**src/rtl/sweep_ctrl_pkg.sv**
```systemverilog
// Shared types and helpers for the triangular sweep sequencer.
package sweep_ctrl_pkg;

    localparam int WIDTH_DEF   = 8;
    localparam int CYC_W_DEF   = 4;
    localparam int DWELL_W_DEF = 8;

    typedef enum logic [2:0] {
        ST_IDLE     = 3'd0,
        ST_CLEAR    = 3'd1,
        ST_PRELOAD  = 3'd2,
        ST_UP       = 3'd3,
        ST_DWELL_HI = 3'd4,
        ST_DOWN     = 3'd5,
        ST_DWELL_LO = 3'd6,
        ST_DONE     = 3'd7
    } state_t;

    // A sweep needs a non-empty range and at least one repeat.
    function automatic logic cfg_ok(input logic [31:0] lo,
                                    input logic [31:0] hi,
                                    input logic [31:0] cycles);
        return (lo < hi) && (cycles != 32'd0);
    endfunction

endpackage

```
**src/rtl/sweep_ctrl_dwell_timer.sv**
```systemverilog
// Down-counter that times the dwell at each turn of the sweep.
module dwell_timer #(
    parameter int W = 8
) (
    input  logic         clk,
    input  logic         clr,
    input  logic         load,
    input  logic [W-1:0] load_val,
    input  logic         dec,
    output logic         zero
);

    logic [W-1:0] count_reg;

    // Load has priority; decrement saturates at zero.
    always_ff @(posedge clk) begin
        if (clr) begin
            count_reg <= '0;
        end else if (load) begin
            count_reg <= load_val;
        end else if (dec && (count_reg != '0)) begin
            count_reg <= count_reg - W'(1);
        end
    end

    assign zero = (count_reg == '0);

endmodule

```
**src/rtl/sweep_ctrl.sv**
```systemverilog
// Sequencer driving an up/down counter through repeated lo..hi..lo triangles.
import sweep_ctrl_pkg::*;

module sweep_ctrl #(
    parameter int WIDTH   = WIDTH_DEF,
    parameter int CYC_W   = CYC_W_DEF,
    parameter int DWELL_W = DWELL_W_DEF
) (
    input  logic               clk,
    input  logic               clr,
    input  logic               start,
    input  logic               stop,
    input  logic [WIDTH-1:0]   lo,
    input  logic [WIDTH-1:0]   hi,
    input  logic [CYC_W-1:0]   cycles,
    input  logic [DWELL_W-1:0] dwell,
    input  logic [WIDTH-1:0]   cnt_data,
    output logic               cnt_clr,
    output logic               cnt_en,
    output logic               cnt_up,
    output logic               busy,
    output logic               done,
    output logic               err,
    output logic               aborted,
    output logic [CYC_W-1:0]   sweep_cnt
);

    state_t               state_reg, state_next;
    logic [WIDTH-1:0]     lo_reg, hi_reg;
    logic [CYC_W-1:0]     cycles_reg;
    logic [DWELL_W-1:0]   dwell_reg;
    logic [CYC_W-1:0]     sweep_cnt_reg;
    logic                 err_reg, aborted_reg;

    logic                 latch_cfg, accept, reject, sweep_inc;
    logic                 tmr_load, tmr_dec, tmr_zero;
    logic [DWELL_W-1:0]   tmr_val;

    // Dwell of zero behaves as one cycle, so the timer is loaded with D-1.
    assign tmr_val = (dwell_reg == '0) ? '0 : dwell_reg - DWELL_W'(1);
    assign tmr_dec = (state_reg == ST_DWELL_HI) || (state_reg == ST_DWELL_LO);

    dwell_timer #(.W(DWELL_W)) u_dwell_timer (
        .clk      (clk),
        .clr      (clr),
        .load     (tmr_load),
        .load_val (tmr_val),
        .dec      (tmr_dec),
        .zero     (tmr_zero)
    );

    // Next-state logic; stop in any busy state overrides every transition.
    always_comb begin
        state_next = state_reg;
        latch_cfg  = 1'b0;
        accept     = 1'b0;
        reject     = 1'b0;
        sweep_inc  = 1'b0;
        tmr_load   = 1'b0;
        case (state_reg)
            ST_IDLE: begin
                if (start && !stop) begin
                    latch_cfg = 1'b1;
                    if (cfg_ok(32'(lo), 32'(hi), 32'(cycles))) begin
                        accept     = 1'b1;
                        state_next = ST_CLEAR;
                    end else begin
                        reject = 1'b1;
                    end
                end
            end
            ST_CLEAR:   state_next = ST_PRELOAD;
            ST_PRELOAD: if (cnt_data == lo_reg) state_next = ST_UP;
            ST_UP: begin
                if (cnt_data == hi_reg) begin
                    state_next = ST_DWELL_HI;
                    tmr_load   = 1'b1;
                end
            end
            ST_DWELL_HI: if (tmr_zero) state_next = ST_DOWN;
            ST_DOWN: begin
                if (cnt_data == lo_reg) begin
                    state_next = ST_DWELL_LO;
                    tmr_load   = 1'b1;
                end
            end
            ST_DWELL_LO: begin
                if (tmr_zero) begin
                    sweep_inc  = 1'b1;
                    state_next = (sweep_cnt_reg + CYC_W'(1) == cycles_reg) ? ST_DONE : ST_UP;
                end
            end
            ST_DONE:  state_next = ST_IDLE;
            default:  state_next = ST_IDLE;
        endcase
        if ((state_reg != ST_IDLE) && stop) begin
            state_next = ST_IDLE;
            sweep_inc  = 1'b0;
            tmr_load   = 1'b0;
        end
    end

    // State, shadow configuration, sweep count and the registered pulses.
    always_ff @(posedge clk) begin
        if (clr) begin
            state_reg     <= ST_IDLE;
            lo_reg        <= '0;
            hi_reg        <= '0;
            cycles_reg    <= '0;
            dwell_reg     <= '0;
            sweep_cnt_reg <= '0;
            err_reg       <= 1'b0;
            aborted_reg   <= 1'b0;
        end else begin
            state_reg <= state_next;
            if (latch_cfg) begin
                lo_reg     <= lo;
                hi_reg     <= hi;
                cycles_reg <= cycles;
                dwell_reg  <= dwell;
            end
            if (accept) begin
                sweep_cnt_reg <= '0;
            end else if (sweep_inc) begin
                sweep_cnt_reg <= sweep_cnt_reg + CYC_W'(1);
            end
            err_reg     <= reject;
            aborted_reg <= (state_reg != ST_IDLE) && stop;
        end
    end

    // Counter drive: enable drops the moment the target is reached or stop is seen.
    always_comb begin
        cnt_en = 1'b0;
        if (!clr && !stop) begin
            case (state_reg)
                ST_PRELOAD: cnt_en = (cnt_data != lo_reg);
                ST_UP:      cnt_en = (cnt_data != hi_reg);
                ST_DOWN:    cnt_en = (cnt_data != lo_reg);
                default:    cnt_en = 1'b0;
            endcase
        end
    end

    assign cnt_clr   = clr || (state_reg == ST_CLEAR);
    assign cnt_up    = !clr && ((state_reg == ST_PRELOAD) || (state_reg == ST_UP));
    assign busy      = !clr && (state_reg != ST_IDLE);
    assign done      = !clr && !stop && (state_reg == ST_DONE);
    assign err       = err_reg;
    assign aborted   = aborted_reg;
    assign sweep_cnt = sweep_cnt_reg;

endmodule

```
**config.mk**
```make
export PLATFORM = sky130hd
export DESIGN_NAME = sweep_ctrl
export DESIGN_NICKNAME = d
export VERILOG_FILES = /design/src/rtl/sweep_ctrl_pkg.sv /design/src/rtl/sweep_ctrl_dwell_timer.sv /design/src/rtl/sweep_ctrl.sv
export SDC_FILE = /design/constraint.sdc
export NUM_CORES = 1
export LEC_CHECK = 0
export CAP_MARGIN = 0
export CORE_MARGIN = 1
export CORE_UTILIZATION = 55
export CTS_CLUSTER_SIZE = 16
export DETAILED_ROUTE_END_ITERATION = 10
export GPL_TIMING_DRIVEN = 0
export PLACE_DENSITY = 0.84
export SLEW_MARGIN = 20
export SYNTH_ARGS = -nofsm -noshare
export SYNTH_HDL_FRONTEND = slang
export SYNTH_SLANG_ARGS = --single-unit
```
**constraint.sdc**
```tcl
create_clock -name clk -period 2.8 [get_ports clk]
set_input_delay 0.28 -clock clk [delete_from_list [all_inputs] [get_ports clk]]
set_output_delay 0.28 -clock clk [all_outputs]
set_load 0.005 [all_outputs]
```
# After elaboration in Yosys (flattened, before gate mapping)
# Cells that the tools add are included.
# op_classes
addsub,3
n_lt_le_gt_ge,1
eq_ne,19
muxes,27
bitwise,2
n_reduce_logical,25
# ops
operator,count
$mux W3,8
$mux W8,3
$pmux W3 S8,1
$eq A8 B8 Y1,2
$logic_not A8 Y1,2
$ne A8 B8 Y1,2
$sub A8 B1 Y8 const B,2
$ne A2 B2 Y1 const B,7
$mux W1,13
$eq A3 B3 Y1 const B,4
$logic_and A1 B1 Y1,8
$lt A8 B8 Y1,1
$reduce_bool A8 Y1,1
$reduce_and A7 Y1,1
$eq A3 B2 Y1 const B,2
$reduce_or A2 Y1,3
$add A4 B1 Y4 const B,1
$eq A4 B4 Y1,1
$pmux W1 S2,2
$reduce_bool A4 Y1,1
$eq A3 B1 Y1 const B,1
$logic_not A3 Y1,1
$logic_or A1 B1 Y1,3
$reduce_bool A3 Y1,1
4 further kinds,6
# word_totals
reg_bits,45
input_bits,40
output_inout_bits,11
wordCells,86

# Logic depth before layout (Yosys ltp)
# logic_depth
depth_word,6
ltp_mapped,8
depth_no_buf,8

# Cells and area by module
# A second synthesis with hierarchy kept.
# hier_totals
cells_unflattened,350
area_unflattened_um2,2755.1
# by_module_without_submodules
mod,n_inst,cells_each,area_per_inst_um2,seq_area_each_um2
sweep_ctrl,1,291,2239.6,740.7
dwell_timer,1,59,515.5,160.2

# Worst setup path before layout
# OpenSTA, ideal clock, no wires.
# synth_path
path_type,reg-to-output
start,reg state_reg[1]
end,out cnt_en
arrival_time_ns,1.589
required_time_ns,2.520
slack_ns,0.931
stages_incl_launch_ff,8
n_path_buf,1
cell_sequence,dfxtp_1 buf_2 nor2b_4 a2bb2oi_4 mux2i_1 xnor2_1 nor4_1 a2111oi_2
# synth_between
elab_chain_cells,4
elab_cells_between_ends,6
cone_classes,3 x eq/ne; 2 x mux; 1 x reduce/logical
# synth_rtl
item,line_no,source
from (decl),sweep_ctrl.sv:28,"state_t state_reg, state_next;"
from (signal assigned),sweep_ctrl.sv:115,state_reg <= state_next;
$eq A3 B2 Y1 or $eq A3 B3 Y1 (tied branches),sweep_ctrl.sv:136,case (state_reg)
$reduce_or A2 Y1 (no source line),--,
$pmux W1 S2 (*),sweep_ctrl.sv:136,
$mux W1 (*),sweep_ctrl.sv:135,if (!clr && !stop) begin
to (decl),sweep_ctrl.sv:19,"output logic cnt_en,"
# Every way passes the cells marked *; elsewhere a longest branch is shown, timed or not.

# Worst setup path in the final report
# Ends and elaborated chain as after synthesis.

==> out/results.ini <==
[final_layout]
fin_cells=471
utilization_pct=71.9
layout.nets=454
n_fill_cell=389
syn_to_final_growth_pct=25.7
diodes=0
layout-drive-gt1-share_pct=7.18

[floorplanning]
start_util_pct=57.2
core_um2=4720
row_count=25
die_area_um2=5200
die_w_um=72.1
ios=51
fp.dieH_um=72.1

[synthesis]
synth_ff_type=dfxtp_1
ys_top_cells_by_area=dfxtp_1 33%, nand2_1 9.7%, xnor2_1 9.4%
postSynthAreaPerCell_um2=7.83
syn-cell-area_um2=2700
ys_seq_elements=45
synth_edf_count=0
synth.net_count=396
yosysUniqueCellTypes=44
synthArstFlopShare_pct=0
synth_warnings=0
synth_top_cells_by_count=70 x nand2_1, 45 x dfxtp_1, 41 x a21oi_1
ys_seq_area_share_pct=33.3
postSynthCellCount=345
synth_most_common_cell=nand2_1
synth_top_area_share_pct=33.3
yosys.area.top_type=dfxtp_1

[detailed_routing]
first_iter_violations=158
wl_met3_um=268
dr.pass1.iters=4
viasPerCell=5.32
drc=0
ant_nets=0
routed.top_layer=met4
m1WireLength_mm=2.90
wl_per_cell_um=13.5
route.met2.wl_mm=3.08
vias=2506
totalWireLength_mm=6.34

[sta]
worst_slew_pin_slew_ns=0.517
layout_setup_ws_ns=0.207
whs_ns=0.476
period_minus_slack_ns=2.59
fmax_ghz=0.386
finalCritPeriodShare_pct=92.6
finalHoldViolations=0
slew-limit-headroom_pct=65.5
finalClockSkew_ns=0.00400
setup_viol=0
maxSlewViolCount=0
rsz0062_at_grt=false

[clock_tree]
clock-sinks=45
h-tree-depth=2
cts_tree=done
numCtsBuffers=5
cts_hold_buf=0
cts_buffer_depth=2
clkTransAtPathRegs_ns=0.09
root_buffer=clkbuf_8
clkLatencyLatePin_ns=0.30

[place]
place_inst=462
gp_congestion=0.851
pre_cts_ws_ns=0.0118
dpl.hpwl_mm=4.88
numPortBuffers=50

[power_and_ir_drop]
max-vdd-ir-drop_v=0.000314
p_per_area_nw_per_um2=525
cellLeakagePower_nw=1.31

[global_routing]
grt_pass1_vias=2337
grt_max_degree=17
grt_pass1_wl_mm=10.6
groute.usage.overall_pct=25.9
antenna_found_initial=0
overflow=0

[critical_path]
startpoint_type=register
critPathMaxFanout=10
critPathKind=reg2out
crit_start=state_reg[1]
crit_required_ns=2.52
end_kind=output port
slowest_stage=dfxtp_1
arrival_ns=2.31
slowest_delay_ns=0.39
path_cells=buf_4 > nor2b_4 > a2bb2oi_4 > mux2i_1 > xnor2_1 > nor4_1 > a2111oi_2 > dlygate4sd2_1
crit_buf_inv=2
r2r_start=u_dwell_timer.count_reg[0]
critPathTopFamily=buffers and inverters

[min_path]
hold_start=lo_reg[1]
hp-class=reg2reg

[outcome]
status=complete, no violations

[run]
maxCapViolations=0

tightest hold or removal path: stages, from the launching register on:
cell and delay (ns):
dfxtp_1 0.33, nand2_1 0.06, a21oi_1 0.05
cell type report:
class | instances | area [µm²] | share of cell area (%)
clock buffers | 5 | 68.8 | 2.03
repair buffers | 51 | 507 | 14.9
clock inverters | 3 | 25.0 | 0.736
flip-flops and latches | 45 | 902 | 26.5
plain buffers | 14 | 65.1 | 1.91
multi-input cells | 267 | 1680 | 49.3
inverters | 19 | 71.3 | 2.10
well taps | 67 | 83.8 | 2.47
where the power goes:
| part | internal (mW) | switching, mW |
|---|---|---|
| registers | 0.701 | 0.0557 |
| logic | 0.289 | 0.315 |
| clock network | 0.180 | 0.242 |
| total | 1.17 | 0.613 |
per-layer routing:
| metal | track usage (%) | vias up |
|---|---|---|
| met3 | 4.31 | 11 |
| met5 | 0 | - |
| met4 | 7.41 | 0 |
| met1 | 33.7 | 1154 |
| met2 | 44.2 | 58 |
| li1 | - | 1283 |
through the flow:
step | instance area, µm² | total power, mW | setup TNS, ns
after detailed placement | 3290 | 1.36 | 0
final | 3400 | 1.78 | 0
after global placement | 3290 | 1.35 | -0.0299
after global routing | 3400 | 1.90 | 0
after CTS | 3400 | 1.79 | 0
after floorplan | 2700 | 1.16 | 0
logic make-up (layout without fill, tap and decap cells):
logic type | after synthesis | count (layout) | synth area share (%)
buffers and inverters | 33 | 92 | 4.86
xor gates and xnor gates | 36 | 36 | 11.7
DFF | 45 | 45 | 33.3
and+or+nand+nor | 138 | 138 | 24.6
muxes | 10 | 10 | 3.84
adders and majority gates | 11 | 11 | 5.09
AOI/OAI and AO/OA | 72 | 72 | 16.6
repair_timing:
action | CTS | global route
cloned | 0 | 0
resized for setup | 4 | 4
setup buffers | 1 | 0
endpoints found under the setup margin | 1 | 1
final timing paths:
kind	endpoint	slack [ns]	depth (start not counted)
setup reg to reg	u_dwell_timer.count_reg[5]	0.77	8
hold / removal	lo_reg[1]	0.48	2
hold reg to reg	lo_reg[1]	0.48	2
setup / recovery	cnt_en	0.21	8
placed cells by master (no fill, tap or decap), types with 2 or more instances in the layout:
cell	Yosys	layout
mux2_2	3	3
nor3b_1	2	2
or3_1	3	3
clkbuf_2	0	2
dfxtp_1	45	44
buf_4	0	2
xor2_1	7	7
o21ai_0	9	9
a21oi_1	41	41
clkbuf_1	7	5
buf_2	6	5
nor2_1	14	14
nand4_1	6	6
nand2b_1	6	6
nand3_1	7	7
a21o_1	2	2
clkdlybuf4s50_1	0	49
ha_1	11	11
xnor2_1	29	29
a21boi_0	2	2
nand3b_1	2	2
inv_1	19	19
nor2b_1	3	3
and2_1	5	5
o21bai_1	2	2
nor3_1	9	9
a21bo_2	2	2
mux2i_1	7	7
clkbuf_8	0	5
nor4_1	6	6
a31oi_1	4	4
nand2_1	70	70
(Power assumes the default switching activity.)
